$ cat src/rtl/phy_rx_unstriper_if.sv
// Bus bundle for the two-lane receive un-striper: two byte lanes in,
// one reassembled word stream plus sticky overflow out.
interface phy_rx_unstriper_if;
  logic [7:0]  data_in_0;
  logic        valid_in0;
  logic [7:0]  data_in_1;
  logic        valid_in1;
  logic [31:0] data_out;
  logic        valid_out;
  logic        overflow;

  modport master (
    output data_in_0, valid_in0, data_in_1, valid_in1,
    input  data_out, valid_out, overflow
  );

  modport slave (
    input  data_in_0, valid_in0, data_in_1, valid_in1,
    output data_out, valid_out, overflow
  );
endinterface

$ cat src/rtl/phy_rx_unstriper.sv
// Packs two MSB-first byte lanes into 32-bit words, buffers each lane in a
// small FIFO, and re-interleaves the words lane 0 first, then alternating.
module phy_rx_unstriper #(
  parameter int unsigned FIFO_DEPTH = 4
) (
  input  logic               clk_4f,
  input  logic               reset,
  phy_rx_unstriper_if.slave  bus
);

  localparam int unsigned AW = $clog2(FIFO_DEPTH);

  typedef enum logic {
    SEL0 = 1'b0,
    SEL1 = 1'b1
  } state_t;

  state_t            r_state;
  state_t            w_state_nxt;

  logic [1:0][7:0]   w_din;
  logic [1:0]        w_vin;
  logic [1:0]        w_empty;
  logic [1:0][31:0]  w_head;
  logic [1:0]        w_pop;
  logic [1:0]        w_drop;

  logic [31:0]       r_data_out;
  logic              r_valid_out;
  logic              r_overflow;

  assign w_din = {bus.data_in_1, bus.data_in_0};
  assign w_vin = {bus.valid_in1, bus.valid_in0};

  for (genvar g = 0; g < 2; g++) begin : g_lane
    logic [1:0]  r_cnt;
    logic [23:0] r_part;
    logic [31:0] r_mem [FIFO_DEPTH];
    logic [AW:0] r_wp;
    logic [AW:0] r_rp;
    logic        w_push;
    logic        w_full;
    logic        w_wr;

    assign w_push    = w_vin[g] && (r_cnt == 2'd3);
    assign w_full    = (r_wp[AW] != r_rp[AW]) && (r_wp[AW-1:0] == r_rp[AW-1:0]);
    // A pop on the same edge frees the head slot, so a push into a full FIFO is still accepted.
    assign w_wr      = w_push && (!w_full || w_pop[g]);
    assign w_drop[g] = w_push && w_full && !w_pop[g];
    assign w_empty[g] = (r_wp == r_rp);
    assign w_head[g]  = r_mem[r_rp[AW-1:0]];

    always_ff @(posedge clk_4f or posedge reset) begin
      if (reset) begin
        r_cnt  <= '0;
        r_part <= '0;
      end else if (w_vin[g]) begin
        r_cnt <= r_cnt + 2'd1;
        case (r_cnt)
          2'd0:    r_part[23:16] <= w_din[g];
          2'd1:    r_part[15:8]  <= w_din[g];
          2'd2:    r_part[7:0]   <= w_din[g];
          default: ;
        endcase
      end
    end

    always_ff @(posedge clk_4f or posedge reset) begin
      if (reset) begin
        r_wp <= '0;
        r_rp <= '0;
      end else begin
        if (w_wr)
          r_wp <= r_wp + 1'b1;
        if (w_pop[g])
          r_rp <= r_rp + 1'b1;
      end
    end

    always_ff @(posedge clk_4f) begin
      if (w_wr)
        r_mem[r_wp[AW-1:0]] <= {r_part, w_din[g]};
    end
  end

  always_ff @(posedge clk_4f or posedge reset) begin
    if (reset)
      r_state <= SEL0;
    else
      r_state <= w_state_nxt;
  end

  always_comb begin
    w_state_nxt = r_state;
    case (r_state)
      SEL0:    if (!w_empty[0]) w_state_nxt = SEL1;
      SEL1:    if (!w_empty[1]) w_state_nxt = SEL0;
      default: w_state_nxt = SEL0;
    endcase
  end

  always_comb begin
    w_pop    = '0;
    w_pop[0] = (r_state == SEL0) && !w_empty[0];
    w_pop[1] = (r_state == SEL1) && !w_empty[1];
  end

  always_ff @(posedge clk_4f or posedge reset) begin
    if (reset) begin
      r_data_out  <= '0;
      r_valid_out <= 1'b0;
      r_overflow  <= 1'b0;
    end else begin
      r_valid_out <= |w_pop;
      if (|w_pop)
        r_data_out <= w_pop[1] ? w_head[1] : w_head[0];
      r_overflow <= r_overflow | (|w_drop);
    end
  end

  assign bus.data_out  = r_data_out;
  assign bus.valid_out = r_valid_out;
  assign bus.overflow  = r_overflow;

endmodule

$ cat src/flat_wrapper.sv
// flat-port wrapper written by rule: the top's interface ports become plain ports
module phy_rx_unstriper_flat 
#(
  parameter int unsigned FIFO_DEPTH = 4
)
  (clk_4f, reset, bus_data_in_0, bus_valid_in0, bus_data_in_1, bus_valid_in1, bus_data_out, bus_valid_out, bus_overflow);
  phy_rx_unstriper_if bus_i ();
  input  logic clk_4f;
  input  logic reset;
  input wire logic [$bits(bus_i.data_in_0)-1:0] bus_data_in_0;
  input wire logic [$bits(bus_i.valid_in0)-1:0] bus_valid_in0;
  input wire logic [$bits(bus_i.data_in_1)-1:0] bus_data_in_1;
  input wire logic [$bits(bus_i.valid_in1)-1:0] bus_valid_in1;
  output wire logic [$bits(bus_i.data_out)-1:0] bus_data_out;
  output wire logic [$bits(bus_i.valid_out)-1:0] bus_valid_out;
  output wire logic [$bits(bus_i.overflow)-1:0] bus_overflow;
  assign bus_i.data_in_0 = bus_data_in_0;
  assign bus_i.valid_in0 = bus_valid_in0;
  assign bus_i.data_in_1 = bus_data_in_1;
  assign bus_i.valid_in1 = bus_valid_in1;
  assign bus_data_out = bus_i.data_out;
  assign bus_valid_out = bus_i.valid_out;
  assign bus_overflow = bus_i.overflow;
  phy_rx_unstriper #(.FIFO_DEPTH(FIFO_DEPTH)) u_core (.clk_4f(clk_4f), .reset(reset), .bus(bus_i));
endmodule
$ cat config.mk
export PLATFORM = sky130hd
export DESIGN_NAME = phy_rx_unstriper_flat
export DESIGN_NICKNAME = d
export VERILOG_FILES = /design/src/rtl/phy_rx_unstriper_if.sv /design/src/rtl/phy_rx_unstriper.sv /design/src/flat_wrapper.sv
export SDC_FILE = /design/constraint.sdc
export NUM_CORES = 1
export LEC_CHECK = 0
export CAP_MARGIN = 20
export CORE_UTILIZATION = 45
export DETAILED_ROUTE_END_ITERATION = 10
export HOLD_SLACK_MARGIN = 0.03
export PLACE_DENSITY = 0.6
export REMOVE_ABC_BUFFERS = 1
export SKIP_CTS_REPAIR_TIMING = 1
export SYNTH_ARGS = -nofsm -noshare
export SYNTH_HDL_FRONTEND = slang
export SYNTH_SLANG_ARGS = --single-unit
$ cat constraint.sdc
create_clock -name clk_4f -period 6.1 [get_ports clk_4f]
set_clock_uncertainty 0.15 [all_clocks]
set_input_delay 0.61 -clock clk_4f [delete_from_list [all_inputs] [get_ports clk_4f]]
set_output_delay 0.61 -clock clk_4f [all_outputs]
set_load 0.05 [all_outputs]
==> results of run 1 <==
cell usage in the layout, fill, tap and decap left out, drive strengths merged, types with 16 or more instances in the layout:
cell type / instances
clkbuf: 51
edfxtp: 256
dfrtp: 99
nor3: 16
nand2: 62
clkdlybuf4s50: 53
o32ai: 16
ha: 18
mux2: 49
mux4: 64
nor2: 16
buf: 16
metal layers:
metal,vias up,global-route usage,part of all wire
met2,216,0.2926,0.49
li1,2980,-,-
met3,47,0.03093,0.051
met4,0,0.05280,0.027
met1,3469,0.2468,0.44
met5,-,0,0
sequential cells by signal, indices dropped and copies added (netlist names):
signal                cells
u_core.r_state            1
u_core.g_lane.r_part     48
u_core.bus.data_out      32
u_core.g_lane.r_mem     256
u_core.g_lane.r_rp        6
u_core.bus.valid_out      1
u_core.g_lane.r_wp        6
u_core.g_lane.r_cnt       4
u_core.bus.overflow       1
layout make-up:
| type | instances | area share |
|---|---|---|
| sequential | 355 | 0.6414 |
| multi-input combinational | 317 | 0.2121 |
| clock buffer | 51 | 0.06551 |
| timing repair buffer | 69 | 0.04278 |
| tap | 390 | 0.03078 |
| clock inverter | 14 | 0.004420 |
| inverter | 12 | 0.002999 |
power breakdown:
part,total [mW],internal [mW],switching [mW]
combinational,3.00,1.22,1.78
clock,2.05,1.19,0.859
sequential,3.72,3.31,0.412
total,8.77,5.71,3.05
stage by stage:
stage	hold slack (ps)	instances	total power, mW
floorplan	320.9	684	5.717
global placement	330.3	1141	6.620
CTS	349.2	1206	8.803
finish	356.5	1208	8.767
detailed placement	334.6	1141	6.740
global route	374.4	1208	9.195
worst min-delay path, cell delays in order (launching register included):
cell and delay (ps):
dfrtp_1 350, inv_1 50, o221ai_1 70
path summary, 6_finish.rpt:
| path | startpoint | to | slack (ps) | cells past startpoint |
|---|---|---|---|---|
| max | u_core.g_lane[1].r_rp[0]$_DFFE_PP0N_ | u_core.g_lane[1].r_mem[1][10]$_DFFE_PP_ | 3480 | 5 |
| min | u_core.bus.overflow$_DFF_PP0_ | u_core.bus.overflow$_DFF_PP0_ | 360 | 2 |
| max reg2reg | u_core.g_lane[1].r_rp[0]$_DFFE_PP0N_ | u_core.g_lane[1].r_mem[1][10]$_DFFE_PP_ | 3480 | 5 |
| min reg2reg | u_core.bus.overflow$_DFF_PP0_ | u_core.bus.overflow$_DFF_PP0_ | 360 | 2 |
| max in group asynchronous | reset | u_core.g_lane[1].r_wp[2]$_DFFE_PP0P_ | 4190 | 3 |
| min in group asynchronous | reset | u_core.g_lane[0].r_rp[0]$_DFFE_PP0P_ | 480 | 2 |
logic make-up after synthesis:
logic type	share of synthesized area
flip-flops	0.7372
multiplexers	0.1446
AND/OR/NAND/NOR	0.03321
AO/OA/AOI/OAI	0.03403
buffers and inverters	0.01942
XOR/XNOR	0.01524
adder cells (fa/ha/maj)	0.01633
==> results_dict.tcl, run 1 <==
set metrics [dict create \
    final_area_um2 15850 \
    clk_path_buf_depth 3 \
    antenna_left 0 \
    setup.worst_path.class "reg2reg" \
    leakage_nw 5.536 \
    maxCapViolCount 0 \
    required_ps 6090 \
    tightest_slew_ps 856.2 \
    avgViaCountPerCell 5.556 \
    dp_hpwl_mm 16.50 \
    wl_mm 27.04 \
    grt-ovfl-total 0 \
    register_area_um2 10170 \
    synth_top_cell_area_share 0.5575 \
    core_um2 29870 \
    start_util 0.4615 \
    max_freq_mhz 381.5 \
    area_delta_synth_final_pct 14.96 \
    powerDensity_nw_per_um2 553.1 \
    dieArea_um2 31340 \
    io_buffers 53 \
    cts_root_buffer "clkbuf_16" \
    vias 6712 \
    rows 63 \
    yosys-top-cells-count "edfxtp_1, dfrtp_1, mux4_2, nand2_1, mux2_2" \
    cts_tree "built" \
    die_w_um 177.0 \
    synthFlopType "edfxtp_1" \
    clock-sinks 355 \
    peakVddDrop_uv 513.9 \
    critPathBufInv 2 \
    numCtsBuffers 36 \
    synth_area_leaders "edfxtp_1, dfrtp_1, mux4_2" \
    worst_slack_ps 3479 \
    crit_family "buffers and inverters" \
    yosysTopAreaCell "edfxtp_1" \
    multi_input_area_um2 3362 \
    async_reset_ff_frac 0.2789 \
    synth_area_um2 13790 \
    clkTransAtPathRegs_ps 60 \
    fin_setup_tns_ps 0 \
    final_nets 829 \
    slew-limit-headroom 0.4292 \
    drtPass1Iterations 5 \
    clk_latency_ps 520 \
    ios 54 \
    period_share 0.4297 \
    ys_seq_area_frac 0.7372 \
    slowest_delay_ps 580 \
    drc 0 \
    path_cells "buf_4, xnor2_4, a41oi_2, and2_1, buf_4" \
    grt_start_max_net_pins 61 \
    holdCritPathClass "reg2reg" \
    track_usage 0.1791 \
    cts-htree-levels 2 \
    ys_types 34 \
    critPathMostFrequentCell "buf_4" \
    routedWlPerCell_um 22.38 \
    arrival_ps 2610 \
    yosysMostFrequentCell "edfxtp_1" \
    fin_util 0.5306 \
    fp.dieH_um 177.0 \
    n_fill_cell 2334 \
    grt_pass1_wl_mm 41.27 \
    final_max_slew_viol_count 0 \
    critPathLaunchType "register" \
    syn_avg_cell_area_um2 19.12 \
    pre_cts_slack_ps 3226 \
    antenna_found_initial 0 \
    period_minus_slack_ps 2621 \
    ys_warn_count 0 \
    ys_ff_latch 355 \
    setup_viol 0 \
    synth-edff-count 256 \
    cp_max_fo 35 \
    netlist_instances 721 \
    n_antenna_cell 0 \
    placed_area_um2 14700 \
    status "complete, no violations" \
    endpoint_kind "register" \
    hold_viol 0 \
    drt_iter0_drc 561 \
    place_congestion 0.8471 \
    critPathSlowestCell "buf_4" \
    drive_gt1_frac 0.2335 \
    rsz0062_at_grt "no" \
    grt_pass1_vias 6882 \
]
Note: power is estimated with default switching activity, not from simulation.
==> run 2: changes to the inputs <==
PLACE_DENSITY = 0.62   (was 0.6)
clock period = 2.3 ns   (was 6.1 ns; I/O delays follow)
==> results_dict.tcl, run 2 (synthesis gave the netlist of run 1 again) <==
set metrics [dict create \
    clkTransAtPathRegs_ps 60 \
    wl_mm 27.26 \
    grt_pass1_vias 7204 \
    rsz0062_at_grt "no" \
    antenna_left 0 \
    n_fill_cell 2285 \
    use_met2 0.2952 \
    drc 0 \
    avgViaCountPerCell 5.557 \
    power_mw 23.99 \
    peakVddDrop_uv 1122 \
    n_antenna_cell 0 \
    fp.dieH_um 177.0 \
    cts-htree-levels 2 \
    drive_gt1_frac 0.2589 \
    ios 54 \
    multi_input_area_um2 3362 \
    largest_reg_flops 256 \
    setup.worst_path.class "reg2out" \
    routedWlPerCell_um 22.13 \
    use_met1 0.2507 \
    setup_viol 0 \
    clk_latency_ps 510 \
    drt_iter0_drc 396 \
    start_util 0.4615 \
    rows 63 \
    fin_util 0.5460 \
    antenna_found_initial 0 \
    layout_common_cells "edfxtp_1, dfrtp_1, mux4_2" \
    cp_max_fo 3 \
    final_nets 852 \
    slew-limit-headroom 0.5056 \
    critPathBufInv 1 \
    crit_family "buffers and inverters" \
    core_um2 29870 \
    vias 6846 \
    register_area_um2 10170 \
    die_w_um 177.0 \
    period_minus_slack_ps 2207 \
    grt_pass1_wl_mm 42.49 \
    powerDensity_nw_per_um2 1471 \
    clock-sinks 355 \
    grt-ovfl-total 0 \
    period_share 0.9595 \
    critPathLaunchType "register" \
    drtPass1Iterations 5 \
    grt_start_max_net_pins 43 \
    maxCapViolCount 0 \
    met3_usage 0.04059 \
    grt-busiest-layer "met2" \
    cts_tree "built" \
    critPathSlowestCell "clkdlybuf4s50_1" \
    track_usage 0.1834 \
    required_ps 1920 \
    endpoint_kind "primary output" \
    io_buffers 53 \
    place_congestion 0.8523 \
    path_cells "clkdlybuf4s50_1" \
    status "complete, no violations" \
    clk_path_buf_depth 3 \
    dp_hpwl_mm 17.34 \
    leakage_nw 5.743 \
    hold_viol 0 \
    area_delta_synth_final_pct 18.29 \
    holdCritPathClass "in2reg" \
    tightest_slew_ps 741.6 \
    dieArea_um2 31340 \
    slowest_delay_ps 860 \
    final_max_slew_viol_count 0 \
    arrival_ps 1830 \
    max_freq_mhz 453.1 \
    cts_root_buffer "clkbuf_16" \
    layout_commonest_cell "edfxtp_1" \
    fin_setup_tns_ps 0 \
    numCtsBuffers 37 \
]
run 2: cell count changes in the layout (fill, tap and decap cells not counted), sizes merged, moves of 3 or more:
cell / delta
buf: +21
clkbuf: -5
clkinv: +4
bufinv: +3
run 2: layout make-up:
cell class | instances | share of cell area
clock buffers | 46 | 0.06329
well taps | 390 | 0.02992
clock inverters | 21 | 0.01120
repair buffers | 91 | 0.06321
flip-flops and latches | 355 | 0.6234
inverters | 12 | 0.002915
multi-input cells | 317 | 0.2061
run 2: report_power, final:
part	switching (mW)	leakage, nW	internal (mW)	total (mW)
Combinational	4.69	1.67	3.52	8.21
Sequential	1.17	3.47	8.77	9.94
Clock	2.32	0.603	3.52	5.84
run 2: per-layer routing:
metal  wire length (um)  up-vias
li1                   -     3028
met5                  0        -
met2              13200      215
met1              11890     3555
met4                662        0
met3               1507       48
run 2: path summary, 6_finish.rpt:
kind	start	depth (start not counted)	end	slack (ps)
hold reg to reg	u_core.bus.overflow$_DFF_PP0_	2	u_core.bus.overflow$_DFF_PP0_	350
setup / recovery	u_core.bus.data_out[11]$_DFFE_PP0P_	1	bus_data_out[11]	90
min in group asynchronous	reset	3	u_core.g_lane[1].r_rp[1]$_DFFE_PP0N_	520
max in group asynchronous	reset	4	u_core.g_lane[0].r_rp[0]$_DFFE_PP0P_	920
setup reg to reg	u_core.g_lane[0].r_wp[0]$_DFFE_PP0P_	5	u_core.bus.data_out[17]$_DFFE_PP0P_	210
hold / removal	bus_data_in_1[4]	1	u_core.g_lane[1].r_mem[2][4]$_DFFE_PP_	290
run 2: stage by stage:
step / hold WS [ps] / cells / setup WS, ps / instance area [um2]
2_1_floorplan: 171.0 / 684 / -1193 / 13570
3_3_place_gp: 331.4 / 1164 / 182.3 / 15090
3_5_place_dp: 329.9 / 1164 / 153.2 / 15090
4_1_cts: -44.61 / 1231 / 96.45 / 16300
5_1_grt: 322.4 / 1232 / 41.79 / 16310
6_report: 288.1 / 1232 / 93.18 / 16310
